--- config.mk ---
export PLATFORM = sky130hd
export DESIGN_NAME = op_dispatch_queue_flat
export DESIGN_NICKNAME = d
export VERILOG_FILES = /design/src/rtl/op_dispatch_queue_if.sv /design/src/rtl/op_dispatch_queue.sv /design/src/flat_wrapper.sv
export SDC_FILE = /design/constraint.sdc
export NUM_CORES = 1
export LEC_CHECK = 0
export ABC_CLOCK_PERIOD_IN_PS = 4500
export BUFFER_PORTS_ARGS = -buffer_cell sky130_fd_sc_hd__buf_2
export CAP_MARGIN = 20
export CORE_MARGIN = 2
export CORE_UTILIZATION = 40
export DETAILED_ROUTE_END_ITERATION = 10
export HOLD_SLACK_MARGIN = 0.1
export PLACE_DENSITY_LB_ADDON = 0.1
export SLEW_MARGIN = 20
export SYNTH_ARGS = -nofsm -noshare
export SYNTH_HDL_FRONTEND = slang
export SYNTH_SLANG_ARGS = --single-unit
--- constraint.sdc ---
create_clock -name clk -period 4.5 [get_ports clk]
set_input_delay 0.45 -clock clk [delete_from_list [all_inputs] [get_ports clk]]
set_output_delay 0.45 -clock clk [all_outputs]
set_load 0.01 [all_outputs]
--- src/rtl/op_dispatch_queue_if.sv ---
// FHE op type shared with the cpu, plus the dispatch-queue port bundle.
// Host side uses master, the queue uses slave.
package op_dispatch_pkg;

  typedef enum logic [1:0] {
    NO_OP     = 2'd0,
    CT_CT_ADD = 2'd1,
    CT_PT_ADD = 2'd2,
    CT_PT_MUL = 2'd3
  } op_mode_t;

  typedef struct packed {
    op_mode_t   mode;
    logic [3:0] idx1_a;
    logic [3:0] idx1_b;
    logic [3:0] idx2_a;
    logic [3:0] idx2_b;
    logic [3:0] out_a;
    logic [3:0] out_b;
  } operation;

endpackage

interface op_dispatch_if #(
  parameter int DEPTH = 8,
  parameter int CNT_W = 32
);
  import op_dispatch_pkg::*;

  logic                       in_valid;
  logic                       in_ready;
  operation                   in_op;
  operation                   op;
  logic                       done_in;
  logic                       busy;
  logic [$clog2(DEPTH+1)-1:0] fifo_count;
  logic [CNT_W-1:0]           retired_count;
  logic                       timeout_err;

  modport master (
    output in_valid, in_op, done_in,
    input  in_ready, op, busy,
    input  fifo_count, retired_count,
    input  timeout_err
  );

  modport slave (
    input  in_valid, in_op, done_in,
    output in_ready, op, busy,
    output fifo_count, retired_count,
    output timeout_err
  );

endinterface

--- src/rtl/op_dispatch_queue.sv ---
// FIFO-buffered, one-at-a-time issue stage in front of the FHE cpu.
// Optional WAIT watchdog: define OP_DISPATCH_TIMEOUT_EN.
module op_dispatch_queue
  import op_dispatch_pkg::*;
#(
  parameter int DEPTH = 8,
  parameter int CNT_W = 32
`ifdef OP_DISPATCH_TIMEOUT_EN
  ,
  parameter int TIMEOUT_CYC = 500
`endif
) (
  input  logic          clk,
  input  logic          reset,
  op_dispatch_if.slave  bus
);

  localparam int AW = $clog2(DEPTH);
  localparam int CW = $clog2(DEPTH + 1);

  typedef enum logic [1:0] {
    IDLE,
    ISSUE,
    WAIT,
    SETTLE
  } state_t;

  operation         mem [DEPTH];
  logic [AW-1:0]    wr_ptr;
  logic [AW-1:0]    rd_ptr;
  logic [CW-1:0]    count;
  state_t           state;
  operation         op_q;
  logic [CNT_W-1:0] retired_q;
  operation         head;
  logic             push;
  logic             pop;

  assign head         = mem[rd_ptr];
  assign bus.in_ready = (count < CW'(DEPTH));
  assign push         = bus.in_valid && bus.in_ready;
  assign pop          = (state == IDLE) && (count != '0);

  assign bus.op            = op_q;
  assign bus.fifo_count    = count;
  assign bus.retired_count = retired_q;
  assign bus.busy          = (state != IDLE) || (count != '0);

  always_ff @(posedge clk) begin
    if (push) begin
      mem[wr_ptr] <= bus.in_op;
    end
  end

  // Pointer width equals log2(DEPTH), so wrap is free.
  always_ff @(posedge clk) begin
    if (reset) begin
      wr_ptr <= '0;
      rd_ptr <= '0;
      count  <= '0;
    end else begin
      if (push) wr_ptr <= wr_ptr + 1'b1;
      if (pop)  rd_ptr <= rd_ptr + 1'b1;
      unique case ({push, pop})
        2'b10:   count <= count + 1'b1;
        2'b01:   count <= count - 1'b1;
        default: count <= count;
      endcase
    end
  end

`ifdef OP_DISPATCH_TIMEOUT_EN
  logic [15:0] wait_cnt;
  logic        timeout_q;
  assign bus.timeout_err = timeout_q;
`else
  assign bus.timeout_err = 1'b0;
`endif

  always_ff @(posedge clk) begin
    if (reset) begin
      state     <= IDLE;
      op_q      <= '0;
      retired_q <= '0;
`ifdef OP_DISPATCH_TIMEOUT_EN
      wait_cnt  <= '0;
      timeout_q <= 1'b0;
`endif
    end else begin
      unique case (state)
        IDLE: begin
          // NO_OP entries are dropped here and never reach the cpu.
          if (pop && head.mode != NO_OP) begin
            op_q  <= head;
            state <= ISSUE;
          end
        end
        ISSUE: begin
          op_q  <= '0;
          state <= WAIT;
`ifdef OP_DISPATCH_TIMEOUT_EN
          wait_cnt <= '0;
`endif
        end
        WAIT: begin
          if (bus.done_in) begin
            retired_q <= retired_q + 1'b1;
            state     <= SETTLE;
          end
`ifdef OP_DISPATCH_TIMEOUT_EN
          else if (wait_cnt == 16'(TIMEOUT_CYC - 1)) begin
            timeout_q <= 1'b1;
            state     <= SETTLE;
          end else begin
            wait_cnt <= wait_cnt + 1'b1;
          end
`endif
        end
        SETTLE: begin
          state <= IDLE;
        end
        default: begin
          state <= IDLE;
        end
      endcase
    end
  end

endmodule
--- src/flat_wrapper.sv ---
// flat-port wrapper written by rule: the top's interface ports become plain ports
module op_dispatch_queue_flat import op_dispatch_pkg::*;
#(
  parameter int DEPTH = 8,
  parameter int CNT_W = 32

)
  (clk, reset, bus_in_valid, bus_in_op, bus_done_in, bus_in_ready, bus_op, bus_busy, bus_fifo_count, bus_retired_count, bus_timeout_err);
  op_dispatch_if #(.DEPTH(DEPTH), .CNT_W(CNT_W)) bus_i ();
  input  logic clk;
  input  logic reset;
  input wire logic [$bits(bus_i.in_valid)-1:0] bus_in_valid;
  input wire logic [$bits(bus_i.in_op)-1:0] bus_in_op;
  input wire logic [$bits(bus_i.done_in)-1:0] bus_done_in;
  output wire logic [$bits(bus_i.in_ready)-1:0] bus_in_ready;
  output wire logic [$bits(bus_i.op)-1:0] bus_op;
  output wire logic [$bits(bus_i.busy)-1:0] bus_busy;
  output wire logic [$bits(bus_i.fifo_count)-1:0] bus_fifo_count;
  output wire logic [$bits(bus_i.retired_count)-1:0] bus_retired_count;
  output wire logic [$bits(bus_i.timeout_err)-1:0] bus_timeout_err;
  assign bus_i.in_valid = bus_in_valid;
  assign bus_i.in_op = bus_in_op;
  assign bus_i.done_in = bus_done_in;
  assign bus_in_ready = bus_i.in_ready;
  assign bus_op = bus_i.op;
  assign bus_busy = bus_i.busy;
  assign bus_fifo_count = bus_i.fifo_count;
  assign bus_retired_count = bus_i.retired_count;
  assign bus_timeout_err = bus_i.timeout_err;
  op_dispatch_queue #(.DEPTH(DEPTH), .CNT_W(CNT_W)) u_core (.clk(clk), .reset(reset), .bus(bus_i));
endmodule
## Word level (Yosys, flattened, before mapping)

Memory sizes are Yosys's and may differ from the RTL's. A register that Yosys moved wholly into a read port is not among the register bits.
Cells that the tools add are included.

- Magnitude comparators: 1
- Eq/ne operators: 7
- Multiplexer cells: 10
- Reduce and logical (&&, ||, !) cells: 13
- Add/sub/neg operators: 5

Operators with widths:

| cell | count |
|---|---|
| $pmux W26 S2 | 1 |
| $add A32 B1 Y32 const B | 1 |
| $mux W26 | 1 |
| $pmux W2 S4 | 1 |
| $pmux W4 S2 | 1 |
| $reduce_bool A2 Y1 | 4 |
| $add A3 B1 Y3 const B | 2 |
| $eq A2 B2 Y1 const B | 3 |
| $mux W3 | 2 |
| $reduce_and A2 Y1 | 3 |
| $add A4 B1 Y4 const B | 1 |
| $eq A2 B1 Y1 const B | 2 |
| $lt A4 B4 Y1 const B | 1 |
| $mux W2 | 2 |
| $ne A2 B2 Y1 const B | 2 |
| $reduce_bool A4 Y1 | 1 |
| $sub A4 B1 Y4 const B | 1 |
| $logic_and A1 B1 Y1 | 3 |
| $logic_not A2 Y1 | 1 |
| $mux W1 | 2 |
| $logic_or A1 B1 Y1 | 1 |

- Word-level logic and storage cells: 49
- Memories kept: 1
- Register bits: 70
- RAM bits: 208
- Input port bits: 30

Memories:

| memory | words | bits a word | read ports | clocked after memory_dff | write ports | RTL line | RTL |
|---|---|---|---|---|---|---|---|
| u_core.mem | 8 | 26 | 1 | 1 | 1 | op_dispatch_queue.sv:28 | `operation mem [DEPTH];` |

## Logic depth before layout (Yosys ltp)

Gate-level depths: netlist of run 1.

- Depth in word-level cells: 5
- Gate-level depth with buffers: 12

## Worst setup path before layout of run 1

Ideal clock, no wire load.

- Kind: input to register
- From: in bus_in_valid
- To: mem u_core.mem[0][0] (netlist bit), enable pin
- Data arrival time: 2,665 ps
- Stages on the path: 3
- Setup time: 442 ps
- Required time: 4,058 ps
- Buffers on the path: 0
- Path slack: 1,394 ps
- Cell sequence: nor2b_1 -> nand2b_1 -> nor3_1

- Cells in the longest elaborated chain, start to end: 3

Ends and longest elaborated chain:

| element | RTL line | RTL |
|---|---|---|
| from (decl) | flat_wrapper.sv:12 | `input wire logic [$bits(bus_i.in_valid)-1:0] bus_in_valid;` |
| $logic_and A1 B1 Y1 | op_dispatch_queue.sv:41 | `assign push = bus.in_valid && bus.in_ready;` |
| $mux W1 | op_dispatch_queue.sv:50 | `if (push) begin` |
| $mux W1 (implied by the code) | op_dispatch_queue.sv:51 | `mem[wr_ptr] <= bus.in_op;` |
| to (decl) | op_dispatch_queue.sv:28 |  |

No other way between the ends.

==> flow_metrics.env, run 1 <==
export IMPL_regArea_um2=7710
export IMPL_setup_viol_count_final=0
export IMPL_fin_crit_sh_pct=60.7
export IMPL_p_leak_nw=4.23
export IMPL_final_core_util_pct=47.2
export IMPL_fin_tns_setup_ns=0
export IMPL_top_usage_layer="met2"
export IMPL_switching_share_pct=27.0
export IMPL_synth_area_um2=10800
export IMPL_min_from="bus_in_op[17]"
export IMPL_dp_final_hpwl_um=12700
export IMPL_synth_cells=622
export IMPL_cell_internal_pwr_w=0.00503
export IMPL_ys_seq_area_share_pct=71.6
export IMPL_slew_headroom_pct=30.0
export IMPL_post_route_min_period_ns=2.73
export IMPL_synth_edf_count=208
export IMPL_tightest_slew_ns=1.05
export IMPL_clockBufferDepth=3
export IMPL_vias_per_cell=5.25
export IMPL_synthToLayoutAreaGrowth_pct=17.0
export IMPL_power_density_nw_per_um2=548
export IMPL_yosys_register_bits=281
export IMPL_grt_pass1_wl_um=34600
export IMPL_fin_ws_ns=1.77
export IMPL_p_total_w=0.00690
export IMPL_drt_wirelength_per_cell_um=20.3
export IMPL_cts_hold_fix_buffers=0
export IMPL_finClkSkew_ns=0.0102
export IMPL_wirelength_um=22300
export IMPL_critPathRequiredTime_ns=4.97
export IMPL_synthArstFlopShare_pct=0
export IMPL_run_status="completed"
export IMPL_hold_viol=0
export IMPL_nFillCells=2279
export IMPL_endpoint_kind="register"
export IMPL_clkSlewWorstSetupHoldPaths_ns=0.06
export IMPL_clock_latency_ns=0.54
export IMPL_die_h_um=168
export IMPL_dieArea_um2=28200
export IMPL_preCtsSetupSlack_ns=1.74
export IMPL_crit_fanout=28
export IMPL_multi_input_area_um2=2900
export IMPL_gr_usage_all_layers_pct=15.9
export IMPL_grt_ovfl_total=0
export IMPL_synth_nets=662
export IMPL_drc=0
export IMPL_rsz0062_at_grt="false"
export IMPL_pwr_share_clk_pct=33.6
export IMPL_cts_resized=0
export IMPL_rows=60
export IMPL_hold_path_class="in2reg"
export IMPL_drt_iter0_drc=379
export IMPL_cts_root_buffer="clkbuf_16"
export IMPL_holdWs_ns=0.179
export IMPL_drv_cap=0
export IMPL_crit_path_start_kind="register"
export IMPL_switchingPower_w=0.00186
export IMPL_grt_use_met3_pct=3.20
export IMPL_comb_power_share_pct=19.3
export IMPL_die_w_um=168
export IMPL_antenna_found_initial=3
export IMPL_max_freq_mhz=366
export IMPL_portBuffers=93
export IMPL_post_cts_buffers=0
export IMPL_ys_types=39
export IMPL_ir_worst_vdd_mv=0.242
export IMPL_cts_htree_levels=1
export IMPL_yosys_warnings=0
export IMPL_met2_usage_pct=26.8
export IMPL_vias=5768
export IMPL_core_um2=26700
export IMPL_tritoncts="built"
export IMPL_avgSynthCellArea_um2=17.3
export IMPL_gp_congestion=0.725
export IMPL_ys_flop_type="edfxtp_1"
export IMPL_cp_arrival_ns=3.20
export IMPL_final_antenna_net_count=0
export IMPL_drive_gt1_share_pct=27.9
export IMPL_dr_pass1_iters=5
export IMPL_crit_type="reg2reg"
export IMPL_cts_buffers=30
export IMPL_grt_use_met1_pct=21.3
export IMPL_slew_violations=0
export IMPL_grt_max_degree=50
export IMPL_grt_pass1_vias=5967
export IMPL_nNetsFinal=772
export IMPL_initial_core_util_pct=40.4
export IMPL_clock_sinks=281
export IMPL_boundaryPins=95
export IMPL_seqPwrFrac_pct=47.1
## cells by family after synthesis
group           count (synthesis)  synth area share (%)
xor+xnor                       32                  2.60
flops                         281                  71.6
simple gates                  123                  5.57
fa+ha+maj                      10                  1.16
buf+inv                        41                  1.66
mux                            80                  13.5
compound gates                 54                  3.84
other cells                     1                0.0349
## power groups by stage
stage               sequential [W]  combinational, W  clock [W]
floorplan                  0.00324          0.000959          0
finish                     0.00325           0.00133    0.00232
detailed placement         0.00331           0.00136          0
global placement           0.00330           0.00133          0
CTS                        0.00326           0.00136    0.00238
global route               0.00328           0.00147    0.00249
## Yosys cell counts, types with 4 or more instances
| master | n | share of area (%) |
|---|---|---|
| nor3_1 | 12 | 0.56 |
| or3_1 | 6 | 0.35 |
| o21ai_0 | 6 | 0.28 |
| nor4_1 | 9 | 0.52 |
| xor2_1 | 9 | 0.73 |
| dfxtp_1 | 73 | 14 |
| nand2_1 | 22 | 0.77 |
| xnor2_1 | 23 | 1.9 |
| clkbuf_1 | 17 | 0.59 |
| a21oi_1 | 13 | 0.60 |
| buf_2 | 5 | 0.23 |
| nand3_1 | 10 | 0.47 |
| ha_1 | 10 | 1.2 |
| nand2b_1 | 6 | 0.35 |
| mux2i_1 | 28 | 2.6 |
| edfxtp_1 | 208 | 58 |
| nor2_1 | 42 | 1.5 |
| o2bb2ai_1 | 26 | 2.1 |
| mux4_2 | 52 | 11 |
| inv_1 | 12 | 0.42 |
| and4_1 | 5 | 0.41 |
| nand4_1 | 4 | 0.23 |
## worst paths after layout
kind	end	slack [ns]	cells after the start
worst max-delay path	u_core.bus.op[5]	1.77	6
worst min-delay path	u_core.mem[5][17]	0.18	1
worst max register to register	u_core.bus.op[5]	1.77	6
worst min register to register	u_core.bus.op[13]	0.46	1
## sequential cells by signal, indices dropped and copies added (netlist names), named ones only
register                  count
u_core.state                  2
u_core.bus.retired_count     32
u_core.rd_ptr                 3
u_core.mem                  208
u_core.bus.op                26
u_core.bus.fifo_count         4
u_core.wr_ptr                 3
## layout by cell type, fill, tap and decap left out, drive strengths merged, types with 9 or more instances in the layout
master	count
nand3	10
edfxtp	208
buf	106
xor2	9
nor4	9
dfxtp	73
clkinv	12
xnor2	23
ha	10
clkbuf	43
nand2	22
a21oi	13
inv	12
mux4	52
nor3	12
nor2	42
mux2i	28
o2bb2ai	26
## critical path: stages, from the launching register on
cell and delay, ns:
dfxtp_2 1.02, mux4_2 0.41, mux2i_1 0.21, nand2_1 0.18, a221oi_4 0.27, buf_4 0.38, o2bb2ai_1 0.16
## metrics by stage
stage | cell area (um2) | std cells
finish | 12600 | 1098
global route | 12600 | 1097
CTS | 12600 | 1096
detailed placement | 11600 | 1041
floorplan | 10800 | 622
global placement | 11600 | 1041
## layer usage
| layer | vias to the layer above | part of all wire (%) |
|---|---|---|
| met4 | 2 | 2.2 |
| li1 | 2655 | - |
| met1 | 2949 | 45 |
| met2 | 128 | 48 |
| met3 | 34 | 4.6 |
| met5 | - | 0.049 |
## cell type report
type	instances	share of cell area, %
well taps	341	3.39
flip-flops and latches	281	61.3
repair buffers	106	4.47
inverters	13	0.388
multi-input cells	300	23.0
clock buffers	43	6.84
diodes	2	0.0397
clock inverters	12	0.596
No activity file was read; power rests on OpenSTA's default activity.
==> run 2: changes to the inputs <==
--- a/config.mk
+++ b/config.mk
@@ -5,7 +5,7 @@
 export SDC_FILE = /design/constraint.sdc
 export NUM_CORES = 1
 export LEC_CHECK = 0
-export ABC_CLOCK_PERIOD_IN_PS = 4500
+export ABC_CLOCK_PERIOD_IN_PS = 2700
 export BUFFER_PORTS_ARGS = -buffer_cell sky130_fd_sc_hd__buf_2
 export CAP_MARGIN = 20
 export CORE_MARGIN = 2
==> constraint.sdc (replaced) <==
create_clock -name clk -period 2.7 [get_ports clk]
set_input_delay 0.27 -clock clk [delete_from_list [all_inputs] [get_ports clk]]
set_output_delay 0.27 -clock clk [all_outputs]
set_load 0.01 [all_outputs]
==> run 2 against run 1 <==
Against the previous run:
- largest cell class unchanged
- flip-flop and latch count unchanged
- clock skew down 0.0021 ns
- sequential power up 63%
- combinational power is 89% higher
- global-route usage up 0.71 points
- register-to-register slack worse by 1.5 ns
- core utilization increased by 1.9 points
- design area is 4.0% higher
- highest routed layer is now met4
- cell count is 3.6% higher
- critical endpoint is now u_core.bus.fifo_count[2]
- worst setup slack got worse by 1.5 ns
==> flow_metrics.env, run 2 (synthesis gave the netlist of run 1 again) <==
export IMPL_gp_congestion=0.763
export IMPL_fin_tns_setup_ns=0
export IMPL_slew_violations=0
export IMPL_ir_worst_vdd_mv=0.419
export IMPL_hold_path_class="in2reg"
export IMPL_setup_viol_count_final=0
export IMPL_r2r_start="u_core.state[1]"
export IMPL_antenna_found_initial=1
export IMPL_power_density_nw_per_um2=912
export IMPL_vias=5899
export IMPL_clockBufferDepth=3
export IMPL_clock_latency_ns=0.55
export IMPL_hold_path_cell_count=2
export IMPL_dp_final_hpwl_um=13200
export IMPL_crit_path_start_kind="register"
export IMPL_fin_crit_sh_pct=89.6
export IMPL_rsz0062_at_grt="false"
export IMPL_endpoint_kind="register"
export IMPL_drc=0
export IMPL_rrSetupSlack_ns=0.28
export IMPL_reg2reg_to="u_core.bus.fifo_count[2]"
export IMPL_synthToLayoutAreaGrowth_pct=21.8
export IMPL_drt_iter0_drc=365
export IMPL_cts_buffers=31
export IMPL_dr_pass1_iters=4
export IMPL_grt_pass1_wl_um=35900
export IMPL_finClkSkew_ns=0.00803
export IMPL_post_cts_buffers=0
export IMPL_crit_type="reg2reg"
export IMPL_final_cell_mix="208 x edfxtp_1, 93 x buf_2, 70 x dfxtp_1"
export IMPL_max_freq_mhz=413
export IMPL_max_stage_delay_ns=0.36
export IMPL_slowest_stage="dfxtp_1"
export IMPL_grt_max_degree=37
export IMPL_hold_viol=0
export IMPL_cts_root_buffer="clkbuf_16"
export IMPL_crit_path_cell_trace="inv_1, ha_1, inv_1, a21o_1, clkinv_1, ha_2, xor2_1, ha_1, a21oi_1, xor2_1, or3_1, a21oi_1"
export IMPL_drt_wirelength_per_cell_um=20.2
export IMPL_drv_cap=0
export IMPL_dieArea_um2=28200
export IMPL_core_um2=26700
export IMPL_clkSlewWorstSetupHoldPaths_ns=0.06
export IMPL_top_register="u_core.mem"
export IMPL_p_leak_nw=4.46
export IMPL_tightest_slew_ns=0.734
export IMPL_rows=60
export IMPL_clock_sinks=281
export IMPL_die_h_um=168
export IMPL_tritoncts="built"
export IMPL_critPathRequiredTime_ns=3.17
export IMPL_cp_arrival_ns=2.89
export IMPL_gr_usage_all_layers_pct=16.6
export IMPL_nFillCells=2225
export IMPL_holdPathEnd="u_core.bus.retired_count[29]"
export IMPL_grt_pass1_vias=6247
export IMPL_min_from="reset"
export IMPL_largest_reg_flops=208
export IMPL_boundaryPins=95
export IMPL_crit_fanout=6
export IMPL_drive_gt1_share_pct=29.6
export IMPL_wirelength_um=22900
export IMPL_vias_per_cell=5.18
export IMPL_cts_htree_levels=1
export IMPL_slew_headroom_pct=51.1
export IMPL_nNetsFinal=811
export IMPL_die_w_um=168
export IMPL_r2r_cells=12
export IMPL_initial_core_util_pct=40.4
export IMPL_grt_ovfl_total=0
export IMPL_final_core_util_pct=49.2
export IMPL_portBuffers=93
export IMPL_final_common_cell="edfxtp_1"
export IMPL_run_status="completed"
export IMPL_final_antenna_net_count=0
export IMPL_post_route_min_period_ns=2.42
==> run 2: metal layers <==
| metal | track usage [%] | wire length (um) | vias to the layer above |
|---|---|---|---|
| li1 | - | - | 2732 |
| met1 | 22.0 | 10400 | 3009 |
| met2 | 28.8 | 11300 | 129 |
| met3 | 2.96 | 953 | 29 |
| met4 | 3.86 | 328 | 0 |
| met5 | 0 | 0 | - |
==> run 2: critical path: cells and delay by family, from the launching register on <==
family	cells	cell delay, ns
DFF	1	0.36
and+or+nand+nor	1	0.31
buffers and inverters	3	0.35
xor gates and xnor gates	2	0.25
AOI/OAI and AO/OA	3	0.48
adders and majority gates	3	0.62
==> run 2: how the worst max path moves through the flow <==
stage | from | endpoint | slack, ns | depth (start not counted)
CTS | u_core.state[1] | u_core.bus.fifo_count[2] | 0.20 | 12
global route | u_core.state[1] | u_core.bus.fifo_count[2] | 0.06 | 12
global placement | u_core.state[0] | u_core.bus.fifo_count[2] | 0.32 | 12
floorplan | u_core.state[0] | u_core.bus.fifo_count[2] | 0.28 | 12
detailed placement | u_core.state[1] | u_core.bus.fifo_count[2] | 0.22 | 12
finish | u_core.state[1] | u_core.bus.fifo_count[2] | 0.28 | 12
==> run 2: what timing repair did <==
item                       4_1_cts  5_1_grt
hold endpoints to repair       209        0
setup endpoints to repair        0        1
hold buffers                    27        0
resized for setup                0        1
==> run 2: through the flow <==
| stage | cell area [um2] | worst slack (ns) | total power [W] | cells | hold slack, ns |
|---|---|---|---|---|---|
| final | 13100 | 0.281 | 0.0119 | 1138 | 0.269 |
| after global routing | 13100 | 0.0602 | 0.0126 | 1138 | 0.278 |
| after CTS | 13100 | 0.198 | 0.0121 | 1137 | 0.240 |
| after detailed placement | 11800 | 0.219 | 0.00792 | 1052 | 0.446 |
| after global placement | 11800 | 0.324 | 0.00785 | 1052 | 0.442 |
| after floorplan | 10800 | 0.276 | 0.00700 | 622 | 0.369 |
==> run 2: power by group <==
part	internal (W)	switching [W]	total (W)
Combinational	0.00116	0.00136	0.00251
Sequential	0.00507	0.000222	0.00530
Clock	0.00247	0.00167	0.00414
Total	0.00870	0.00324	0.0119
==> run 2: layout make-up <==
cell class	count	area (um2)	share of cell area [%]
flip-flops and latches	281	7710	58.9
clock inverters	17	156	1.19
diodes	1	2.50	0.0191
inverters	13	48.8	0.372
repair buffers	144	966	7.37
clock buffers	41	873	6.67
multi-input cells	300	2910	22.2
well taps	341	427	3.26
==> run 3: changes to the inputs <==
--- a/config.mk
+++ b/config.mk
@@ -12,7 +12,6 @@
 export CORE_UTILIZATION = 40
 export DETAILED_ROUTE_END_ITERATION = 10
 export HOLD_SLACK_MARGIN = 0.1
-export PLACE_DENSITY_LB_ADDON = 0.1
 export SLEW_MARGIN = 20
 export SYNTH_ARGS = -nofsm -noshare
 export SYNTH_HDL_FRONTEND = slang
==> run 3 against run 2 <==
Against the previous run:
- design area fell by 1.4%
- register-to-register slack worse by 0.05 ns
- worst setup slack got worse by 0.055 ns
- clock power shrank 7.5%
- cell count down 0.97%
- global-route usage fell by 0.76 points
- via count is 0.73% lower
- sequential share of layout area up 0.81 points
- routed wire length fell by 3.1%
==> flow_metrics.env, run 3 (synthesis gave the netlist of run 1 again) <==
export IMPL_final_antenna_net_count=0
export IMPL_p_leak_nw=4.36
export IMPL_grt_max_degree=28
export IMPL_largest_reg_flops=208
export IMPL_r2r_cells=12
export IMPL_ir_worst_vdd_mv=0.364
export IMPL_hold_path_cell_count=4
export IMPL_grt_ovfl_total=0
export IMPL_tritoncts="built"
export IMPL_hold_path_class="in2reg"
export IMPL_core_um2=26700
export IMPL_die_h_um=168
export IMPL_final_common_cell="edfxtp_1"
export IMPL_endpoint_kind="register"
export IMPL_vias=5856
export IMPL_cts_htree_levels=1
export IMPL_clkSlewWorstSetupHoldPaths_ns=0.06
export IMPL_comb_power_share_pct=21.1
export IMPL_dieArea_um2=28200
export IMPL_cts_root_buffer="clkbuf_16"
export IMPL_finClkSkew_ns=0.0322
export IMPL_portBuffers=93
export IMPL_dp_final_hpwl_um=12700
export IMPL_post_route_min_period_ns=2.47
export IMPL_reg2reg_to="u_core.bus.fifo_count[2]"
export IMPL_clockBufferDepth=3
export IMPL_run_status="completed"
export IMPL_critPathRequiredTime_ns=3.17
export IMPL_slew_headroom_pct=57.7
export IMPL_initial_core_util_pct=40.4
export IMPL_wirelength_um=22200
export IMPL_cp_arrival_ns=2.94
export IMPL_final_core_util_pct=48.5
export IMPL_top_register="u_core.mem"
export IMPL_r2r_start="u_core.state[1]"
export IMPL_placed_cell_area_um2=11700
export IMPL_drt_wirelength_per_cell_um=19.7
export IMPL_holdPathEnd="u_core.wr_ptr[1]"
export IMPL_grt_pass1_vias=6206
export IMPL_fin_tns_setup_ns=0
export IMPL_dr_pass1_iters=6
export IMPL_pwr_share_clk_pct=33.0
export IMPL_die_w_um=168
export IMPL_switchingPower_w=0.00316
export IMPL_drc=0
export IMPL_rrSetupSlack_ns=0.23
export IMPL_crit_type="reg2reg"
export IMPL_cts_buffers=29
export IMPL_drv_cap=0
export IMPL_fin_area_um2=12900
export IMPL_drive_gt1_share_pct=27.9
export IMPL_switching_share_pct=27.2
export IMPL_seqPwrFrac_pct=46.0
export IMPL_cell_internal_pwr_w=0.00846
export IMPL_rows=60
export IMPL_holdWs_ns=0.170
export IMPL_nNetsFinal=803
export IMPL_vias_per_cell=5.20
export IMPL_antenna_found_initial=1
export IMPL_setup_viol_count_final=0
export IMPL_drt_iter0_drc=455
export IMPL_min_from="bus_in_valid"
export IMPL_slew_violations=0
export IMPL_power_density_nw_per_um2=899
export IMPL_gp_congestion=0.746
export IMPL_clock_latency_ns=0.57
export IMPL_crit_path_start_kind="register"
export IMPL_hold_viol=0
export IMPL_routed_wl_met3_um=961
export IMPL_synthToLayoutAreaGrowth_pct=20.1
export IMPL_clock_sinks=281
export IMPL_tightest_slew_ns=0.632
export IMPL_boundaryPins=95
export IMPL_gr_usage_all_layers_pct=15.9
export IMPL_grt_pass1_wl_um=34700
export IMPL_max_freq_mhz=404
export IMPL_wl_met2_um=11200
export IMPL_met1_length_um=9750
export IMPL_rsz0062_at_grt="false"
export IMPL_fin_crit_sh_pct=91.6
export IMPL_highest_layer="met4"
export IMPL_final_cell_mix="208 x edfxtp_1, 93 x buf_2, 70 x dfxtp_1"
export IMPL_crit_fanout=6
[run 3: cell count changes in the layout (fill, tap and decap cells not counted), moves of 2 or more]
| cell | change |
|---|---|
| clkbuf_1 | +8 |
| buf_4 | -4 |
| clkinv_2 | -3 |
| clkinv_4 | -3 |
| buf_12 | -2 |
| clkbuf_16 | -2 |
| clkinvlp_4 | -2 |
| inv_6 | -2 |
[run 3: layout make-up]
type	instances	area [um2]
antenna	1	2.50
clock buffer	47	853
clock inverter	6	68.8
fill	2188	13700
inverter	13	48.8
multi-input combinational	300	2910
sequential	281	7710
tap	341	427
timing repair buffer	138	896
[run 3: stage by stage]
stage | cells | total power (W) | worst slack, ns
final | 1127 | 0.0116 | 0.226
after global routing | 1127 | 0.0122 | 0.0201
after CTS | 1126 | 0.0118 | 0.0984
after detailed placement | 1046 | 0.00787 | 0.129
after global placement | 1046 | 0.00778 | 0.316
after floorplan | 622 | 0.00700 | 0.276
[run 3: power by group through the flow]
| stage | Clock, W | Combinational [W] | Sequential [W] |
|---|---|---|---|
| 2_1_floorplan | 0 | 0.00160 | 0.00540 |
| 3_3_place_gp | 0 | 0.00238 | 0.00540 |
| 3_5_place_dp | 0 | 0.00244 | 0.00543 |
| 4_1_cts | 0.00393 | 0.00249 | 0.00534 |
| 5_1_grt | 0.00410 | 0.00268 | 0.00538 |
| 6_report | 0.00383 | 0.00245 | 0.00534 |
[run 3: what timing repair did]
item	CTS	global route
gates resized for setup	0	2
endpoints found under the hold margin	209	0
buffers inserted	0	0
hold buffers	27	0
endpoints found under the setup margin	0	1
[run 3: worst max path at each step]
stage,from,endpoint,cells after the start
after global routing,u_core.state[1],u_core.bus.fifo_count[2],12
final,u_core.state[1],u_core.bus.fifo_count[2],12
after CTS,u_core.state[1],u_core.bus.fifo_count[2],12
after floorplan,u_core.state[0],u_core.bus.fifo_count[2],12
after detailed placement,u_core.state[1],u_core.bus.fifo_count[2],12
after global placement,u_core.state[0],u_core.bus.fifo_count[2],12
[run 3: metal layers]
layer	GRT usage, %	vias up
met5	0	-
met4	4.23	0
met3	2.80	30
met2	27.4	115
met1	20.8	2988
li1	-	2723
[run 3: worst max-delay path: stages, from the launching register on]
cell and delay (ns):
dfxtp_1 0.36, inv_1 0.09, ha_1 0.21, inv_2 0.11
a21o_1 0.16, clkinv_1 0.11, ha_2 0.24, xor2_1 0.15
ha_1 0.20, a21oi_1 0.18, xor2_1 0.11, or3_1 0.32
a21oi_1 0.15
